### config.mk
export PLATFORM = sky130hd
export DESIGN_NAME = phase_drive_gen
export DESIGN_NICKNAME = d
export VERILOG_FILES = /design/src/rtl/motor_pkg.sv /design/src/rtl/pwm_gen.sv /design/src/rtl/phase_drive_gen.sv
export SDC_FILE = /design/constraint.sdc
export NUM_CORES = 1
export LEC_CHECK = 0
export ABC_AREA = 0
export ABC_CLOCK_PERIOD_IN_PS = 3800
export CAP_MARGIN = 10
export CORE_MARGIN = 4
export CORE_UTILIZATION = 50
export CTS_CLUSTER_DIAMETER = 60
export DETAILED_ROUTE_END_ITERATION = 7
export PLACE_DENSITY = 0.71
export SLEW_MARGIN = 20
export SYNTH_ARGS = -nofsm -noshare
export SYNTH_HDL_FRONTEND = slang
export SYNTH_SLANG_ARGS = --single-unit
### constraint.sdc
create_clock -name clk -period 3.8 [get_ports clk]
set_clock_uncertainty 0.2 [all_clocks]
set_input_delay 0.76 -clock clk [delete_from_list [all_inputs] [get_ports clk]]
set_output_delay 0.76 -clock clk [all_outputs]
set_load 0.02 [all_outputs]
### src/rtl/motor_pkg.sv
// Shared types and constants for the e-bike phase drive generator.
// Contents:
//   phase_state_t  per-phase drive state (FWD, REV, HIZ, BRK)
//   PWM_W_DEFAULT  default PWM counter / duty width
//   HALL_S1..S6    the six legal hall codes {G,Y,B}, in forward rotation order
//   phase_drive()  maps a phase state plus the pwm level to {high, low}
package motor_pkg;

  typedef enum logic [1:0] {
    FWD,
    REV,
    HIZ,
    BRK
  } phase_state_t;

  localparam int unsigned PWM_W_DEFAULT = 11;

  localparam logic [2:0] HALL_S1 = 3'b101;
  localparam logic [2:0] HALL_S2 = 3'b100;
  localparam logic [2:0] HALL_S3 = 3'b110;
  localparam logic [2:0] HALL_S4 = 3'b010;
  localparam logic [2:0] HALL_S5 = 3'b011;
  localparam logic [2:0] HALL_S6 = 3'b001;

  // Returns {high, low}. No state can produce 2'b11, so the two switches of
  // one phase are never commanded on together.
  function automatic logic [1:0] phase_drive(input phase_state_t st, input logic pwm);
    logic [1:0] hl;
    hl = 2'b00;
    case (st)
      FWD:     hl = {pwm, ~pwm};
      REV:     hl = {~pwm, pwm};
      BRK:     hl = {1'b0, pwm};
      default: hl = 2'b00;
    endcase
    return hl;
  endfunction

endpackage

### src/rtl/pwm_gen.sv
// Free-running PWM generator.
// Ports:
//   clk, rst_n  clock, asynchronous active-low reset
//   duty        high-side on-count per period, reloaded once per period
//   pwm         combinational (cnt < dutyL)
//   pwm_sync    registered; high in the cycle whose registered outputs
//               correspond to cnt == 0
module pwm_gen
  import motor_pkg::*;
#(
  parameter int unsigned PWM_W = PWM_W_DEFAULT
) (
  input  logic             clk,
  input  logic             rst_n,
  input  logic [PWM_W-1:0] duty,
  output logic             pwm,
  output logic             pwm_sync
);

  logic [PWM_W-1:0] cnt;
  logic [PWM_W-1:0] duty_l;

  // duty is captured on the last count of a period so it applies from cnt == 0.
  always_ff @(posedge clk or negedge rst_n) begin
    if (!rst_n) begin
      cnt      <= '0;
      duty_l   <= '0;
      pwm_sync <= 1'b0;
    end else begin
      cnt      <= cnt + 1'b1;
      pwm_sync <= (cnt == '0);
      if (cnt == '1) begin
        duty_l <= duty;
      end
    end
  end

  always_comb begin
    pwm = (cnt < duty_l);
  end

endmodule

### src/rtl/phase_drive_gen.sv
// Raw six-switch gate command generator: PWM plus six-step hall commutation
// plus brake. Dead time is inserted downstream.
// Ports:
//   clk, rst_n                  50 MHz clock, asynchronous active-low reset
//   duty                        PWM on-count per period
//   hallGrn, hallYel, hallBlu   raw asynchronous hall inputs
//   brake_n                     active-low brake request (synchronous)
//   highU..lowW                 registered gate commands
//   pwmSync                     pulse on the first cycle of each PWM period
//   hallErr                     registered, high while the hall code is 000/111
// Build option: HALL_DEBOUNCE_EN requires a synchronized hall code to be
// stable for 4 clocks before it is loaded into the code register.
module phase_drive_gen
  import motor_pkg::*;
#(
  parameter int unsigned PWM_W = PWM_W_DEFAULT
) (
  input  logic             clk,
  input  logic             rst_n,
  input  logic [PWM_W-1:0] duty,
  input  logic             hallGrn,
  input  logic             hallYel,
  input  logic             hallBlu,
  input  logic             brake_n,
  output logic             highU,
  output logic             lowU,
  output logic             highV,
  output logic             lowV,
  output logic             highW,
  output logic             lowW,
  output logic             pwmSync,
  output logic             hallErr
);

  logic         pwm;
  logic [2:0]   hall_s1;
  logic [2:0]   hall_s2;
  logic [2:0]   hall_code;
  phase_state_t st_u;
  phase_state_t st_v;
  phase_state_t st_w;
  logic         illegal;

  pwm_gen #(
    .PWM_W(PWM_W)
  ) u_pwm_gen (
    .clk      (clk),
    .rst_n    (rst_n),
    .duty     (duty),
    .pwm      (pwm),
    .pwm_sync (pwmSync)
  );

  always_ff @(posedge clk or negedge rst_n) begin
    if (!rst_n) begin
      hall_s1 <= '0;
      hall_s2 <= '0;
    end else begin
      hall_s1 <= {hallGrn, hallYel, hallBlu};
      hall_s2 <= hall_s1;
    end
  end

`ifdef HALL_DEBOUNCE_EN
  logic [1:0] stab;

  // stab counts consecutive cycles with hall_s1 == hall_s2; at 3 the value
  // in hall_s2 has been held for 4 clocks and is accepted.
  always_ff @(posedge clk or negedge rst_n) begin
    if (!rst_n) begin
      stab      <= '0;
      hall_code <= '0;
    end else begin
      if (hall_s1 != hall_s2) begin
        stab <= '0;
      end else if (stab != 2'd3) begin
        stab <= stab + 2'd1;
      end
      if (stab == 2'd3) begin
        hall_code <= hall_s2;
      end
    end
  end
`else
  always_ff @(posedge clk or negedge rst_n) begin
    if (!rst_n) begin
      hall_code <= '0;
    end else begin
      hall_code <= hall_s2;
    end
  end
`endif

  always_comb begin
    st_u    = HIZ;
    st_v    = HIZ;
    st_w    = HIZ;
    illegal = 1'b0;
    case (hall_code)
      HALL_S1: begin st_u = FWD; st_v = REV; end
      HALL_S2: begin st_u = FWD; st_w = REV; end
      HALL_S3: begin st_v = FWD; st_w = REV; end
      HALL_S4: begin st_u = REV; st_v = FWD; end
      HALL_S5: begin st_u = REV; st_w = FWD; end
      HALL_S6: begin st_v = REV; st_w = FWD; end
      default: illegal = 1'b1;
    endcase
    if (!brake_n) begin
      st_u = BRK;
      st_v = BRK;
      st_w = BRK;
    end
  end

  always_ff @(posedge clk or negedge rst_n) begin
    if (!rst_n) begin
      {highU, lowU} <= '0;
      {highV, lowV} <= '0;
      {highW, lowW} <= '0;
      hallErr       <= 1'b1;
    end else begin
      {highU, lowU} <= phase_drive(st_u, pwm);
      {highV, lowV} <= phase_drive(st_v, pwm);
      {highW, lowW} <= phase_drive(st_w, pwm);
      hallErr       <= illegal;
    end
  end

endmodule

# Yosys cells after proc, flatten, opt, wreduce, memory -nomap -nowiden
# Index checks and enable logic that the tools add are counted.
# totals
reg_bits	39
input_bits	17
output_inout_bits	8
word_cells	50
# op_classes
add_sub_neg	1
magnitude_cmp	1
eq_ne	13
n_mux	10
bitwise	1
n_reduce_logical	11
# ops
op	count
2-bit one-hot mux with 3 select lines	3
2-bit one-hot mux with 2 select lines	3
2-bit OR reduction	6
11-bit by 1-bit adder with 11-bit output, second input constant	1
11-bit == test, second input constant	1
11-bit logical NOT	1
11-bit less-than comparator	1
3-bit == test, second input constant	3
2-bit by 1-bit == test with 1-bit output, second input constant	3
2-bit == test, second input constant	3
3-bit by 2-bit == test with 1-bit output, second input constant	2
2-bit logical NOT	3
2-bit 2-to-1 mux	3
6-bit OR reduction	1
3-bit by 1-bit == test with 1-bit output, second input constant	1
1-bit 2-to-1 mux	1
1-bit NOT	1

# Longest topological paths before layout
# logic_depth
depth_word	6
mapped_depth	7

# Hierarchy
# A second synthesis with hierarchy kept.
# hier_totals
cells_unflattened	146
hier_area_um2	1845.5
# modules_own_cells
mod	instances	cells_each	area_each_um2
pwm_gen	1	101	1217.4
phase_drive_gen	1	45	628.1

# Worst setup path after synthesis
# No wires, ideal clock.
# synth_path
path_kind	flip-flop to flip-flop
from	register u_pwm_gen.cnt[7]
to	register lowU
setup_time_ps	129
t_arrival_ps	1777
t_required_ps	3471
slack_ps	1694
path_stages_with_launch	7
n_path_buf	0
path_cell_list	dfrtp_1 -> ha_1 -> and3_1 -> a221o_1 -> a41oi_4 -> o21ai_2 -> mux2i_1
# synth_between
elab_chain_len	3
# synth_rtl
item	line	text
from (decl)	pwm_gen.sv:20	logic [PWM_W-1:0] cnt;
from (signal assigned)	pwm_gen.sv:30	cnt <= cnt + 1'b1;
11-bit less-than comparator (*)	pwm_gen.sv:39	pwm = (cnt < duty_l);
1-bit NOT	motor_pkg.sv:31	FWD: hl = {pwm, ~pwm};
2-bit one-hot mux with 3 select lines (*)	motor_pkg.sv:30	case (st)
to (signal assigned)	phase_drive_gen.sv:122	{highU, lowU} <= phase_drive(st_u, pwm);
to (decl)	phase_drive_gen.sv:26	output logic lowU,
# Every way passes the cells marked *; elsewhere a longest branch is shown, timed or not.
# A chain may end at the register's enable or synchronous reset.

# Worst setup path after layout
# layout_path
from	register hallErr
to	output hallErr
# layout_rtl
item	line	text
from (decl)	phase_drive_gen.sv:32	output logic hallErr
from (signal assigned)	phase_drive_gen.sv:125	hallErr <= illegal;
# No word-level cell between the ends.

==> results.toml <==
[global_route]
grt_pass1_vias = 1253
antenna_found_initial = 0
grt_start_max_net_pins = 40
grt_pass1_wl_mm = 5.82
grt_overflow = 0
grt.total_usage_pct = 15.0

[cts]
root_buffer = "clkbuf_8"
clock_path_buffers = 2
numCtsBuffers = 5
cts_setup_buffers = 0
numClockSinks = 39
clk_latency_ns = 0.29
cts_hold_buf = 0
htreeDepth = 2
cts_resized = 0
path_clk_slew_ns = 0.08
cts_tree = "done"

[worst_setup_path]
max_stage_delay_ns = 0.59
cp.arrival_ns = 1.40
crit_chain = "clkdlybuf4s50_1"
crit_path_top_delay_cell = "clkdlybuf4s50_1"
crit_buf_inv = 1
critical-path-top-delay-family = "buffers and inverters"
reg2reg_slack_ns = 1.53
start_kind = "flop"
critPathRequiredTime_ns = 2.84
criticalPathCategory = "flop to output pin"
crit_path_end_kind = "output pin"
worstPathMaxFanout = 1

[yosys]
async_flop_share_pct = 100
ys_seq_area_share_pct = 51.6
syn_area_mm2 = 0.00189
ys_ff_latch = 39
synth-edff-count = 0
synth_ff_type = "dfrtp_1"
syn_nets = 182
syn-instance-count = 151
synth_cell_type_count = 33
yosysWarnings = 0
avgSynthCellArea_um2 = 12.5

[cells_and_area]
area_delta_synth_final_pct = 19.5
final_common_cell = "dfrtp_1"
final_area_mm2 = 0.00226
nets = 212
final.fill_count = 320
drive_gt1_share_pct = 15.4
mostFrequentLayoutCells = "38 x dfrtp_1, 23 x clkdlybuf4s50_1, 14 x inv_1, 14 x ha_1, 10 x mux2_4"
diodes = 0

[detailed_routing]
wire_per_inst_um = 13.6
ant_nets = 0
drt_first_pass_iters = 4
drt_iter0_drc = 46
vias = 1191
remaining_drc_errors = 0
avgViaCountPerCell = 5.18
drt_wl_total_mm = 3.13

[floorplanning]
die_y_um = 69.6
dieWidth_um = 69.6
initial_utilization_pct = 51.7
core_area_mm2 = 0.00366
pin_count = 25
rows = 22
die_area_mm2 = 0.00484

[timing]
tightest_slew_ns = 0.816
clock.fmax_mhz = 424
setup_viol = 0
finalMaxSlewViolations = 0
min_period_ns = 2.36
fin_crit_sh_pct = 62.1
fin_tns_setup_ns = 0
rsz0062_at_grt = "no"
hold_viol = 0
slew_headroom_pct = 45.6

[power]
swShare_pct = 23.0
finalPower_w = 0.000754
seqPwrFrac_pct = 56.6
powerDensity_mw_per_mm2 = 333
clkPwrFrac_pct = 37.0
p_int_w = 0.000580
power_frac_comb_pct = 6.3
p_sw_w = 0.000174
cellLeakagePower_nw = 1.05
peakVddDrop_uv = 254

[job]
maxCapViolCount = 0

[outcome]
outcome = "finished, final reports clean"

[place]
port_buffers = 24
post-dp-hpwl_mm = 2.42
placedInstanceArea_mm2 = 0.00217
place.gp.congestion = 0.879

[worst_hold_path]
hold_class = "flop to flop"
[worst paths after layout]
kind | startpoint | endpoint | depth (start not counted)
worst max-delay path | hallErr$_DFF_PN1_ | hallErr | 1
worst min-delay path | hall_s2[2]$_DFF_PN0_ | hall_code[2]$_DFF_PN0_ | 0
worst max register to register | u_pwm_gen.cnt[7]$_DFF_PN0_ | lowU$_DFF_PN0_ | 6
worst min register to register | hall_s2[2]$_DFF_PN0_ | hall_code[2]$_DFF_PN0_ | 0
max in group asynchronous | rst_n | hall_code[2]$_DFF_PN0_ | 1
min in group asynchronous | rst_n | highW$_DFF_PN0_ | 1
[cell usage after synthesis, drive strengths merged, types with 3 or more instances]
| cell | number | area, um2 |
|---|---|---|
| a211oi | 3 | 22.5 |
| a21o | 4 | 30.0 |
| and3 | 4 | 26.3 |
| dfrtp | 38 | 951 |
| ha | 14 | 175 |
| inv | 14 | 52.6 |
| mux2 | 11 | 161 |
| mux2i | 3 | 30.0 |
| nand2 | 8 | 30.0 |
| nand3 | 4 | 20.0 |
| nand4 | 3 | 33.8 |
| nor2 | 7 | 33.8 |
| nor2b | 8 | 50.1 |
| nor3 | 4 | 20.0 |
| o31ai | 3 | 22.5 |
| xnor2 | 7 | 61.3 |
[cells by family (layout without fill, tap and decap cells)]
kind of cell | Yosys count | in the layout | share of synthesized area [%]
xor gates and xnor gates | 9 | 9 | 4.16
adders and majority gates | 14 | 14 | 9.25
muxes | 14 | 14 | 10.1
AOI/OAI and AO/OA | 16 | 16 | 7.20
buffers and inverters | 15 | 46 | 3.83
DFF | 39 | 39 | 51.6
and+or+nand+nor | 44 | 44 | 13.9
[power groups by stage]
stage                     clock [W]  combinational [W]  sequential (W)
after global placement            0          0.0000476        0.000435
after global routing       0.000306          0.0000530        0.000428
after detailed placement          0          0.0000488        0.000435
final                      0.000279          0.0000478        0.000427
after CTS                  0.000286          0.0000490        0.000427
after floorplan                   0         0.00000972        0.000440
[state kept, by name (all words and copies together) (netlist names)]
name	flops
hall_code	3
hall_s2	3
lowV	1
u_pwm_gen.pwm_sync	1
highU	1
u_pwm_gen.cnt	11
lowU	1
highV	1
hallErr	1
hall_s1	3
u_pwm_gen.duty_l	11
highW	1
lowW	1
[layout make-up]
type	count	area (um2)	share of cell area [%]
Clock buffer	5	68.8	3.04
Clock inverter	3	25.0	1.11
Inverter	14	52.6	2.32
Multi-Input combinational cell	97	845	37.3
Sequential cell	39	977	43.2
Tap cell	48	60.1	2.65
Timing Repair Buffer	24	235	10.4
[through the flow]
stage / setup slack (ns) / hold WS (ns) / std cells / util (%)
after floorplan: 1.69 / 0.131 / 151 / -
after global placement: 1.57 / 0.132 / 222 / 59.3
after detailed placement: 1.52 / 0.136 / 222 / 59.3
after CTS: 1.42 / 0.155 / 230 / 61.8
after global routing: 1.40 / 0.167 / 230 / 61.8
final: 1.44 / 0.153 / 230 / 61.8
[per-layer routing]
metal / global-route usage, % / part of all wire, % / wire [um] / vias up
li1: - / - / - / 581
met1: 19.9 / 46 / 1450 / 568
met2: 22.7 / 46 / 1440 / 32
met3: 4.20 / 5.5 / 171 / 10
met4: 7.38 / 2.3 / 71 / 0
met5: 0 / 0 / 0 / -
(Power assumes the default switching activity.)
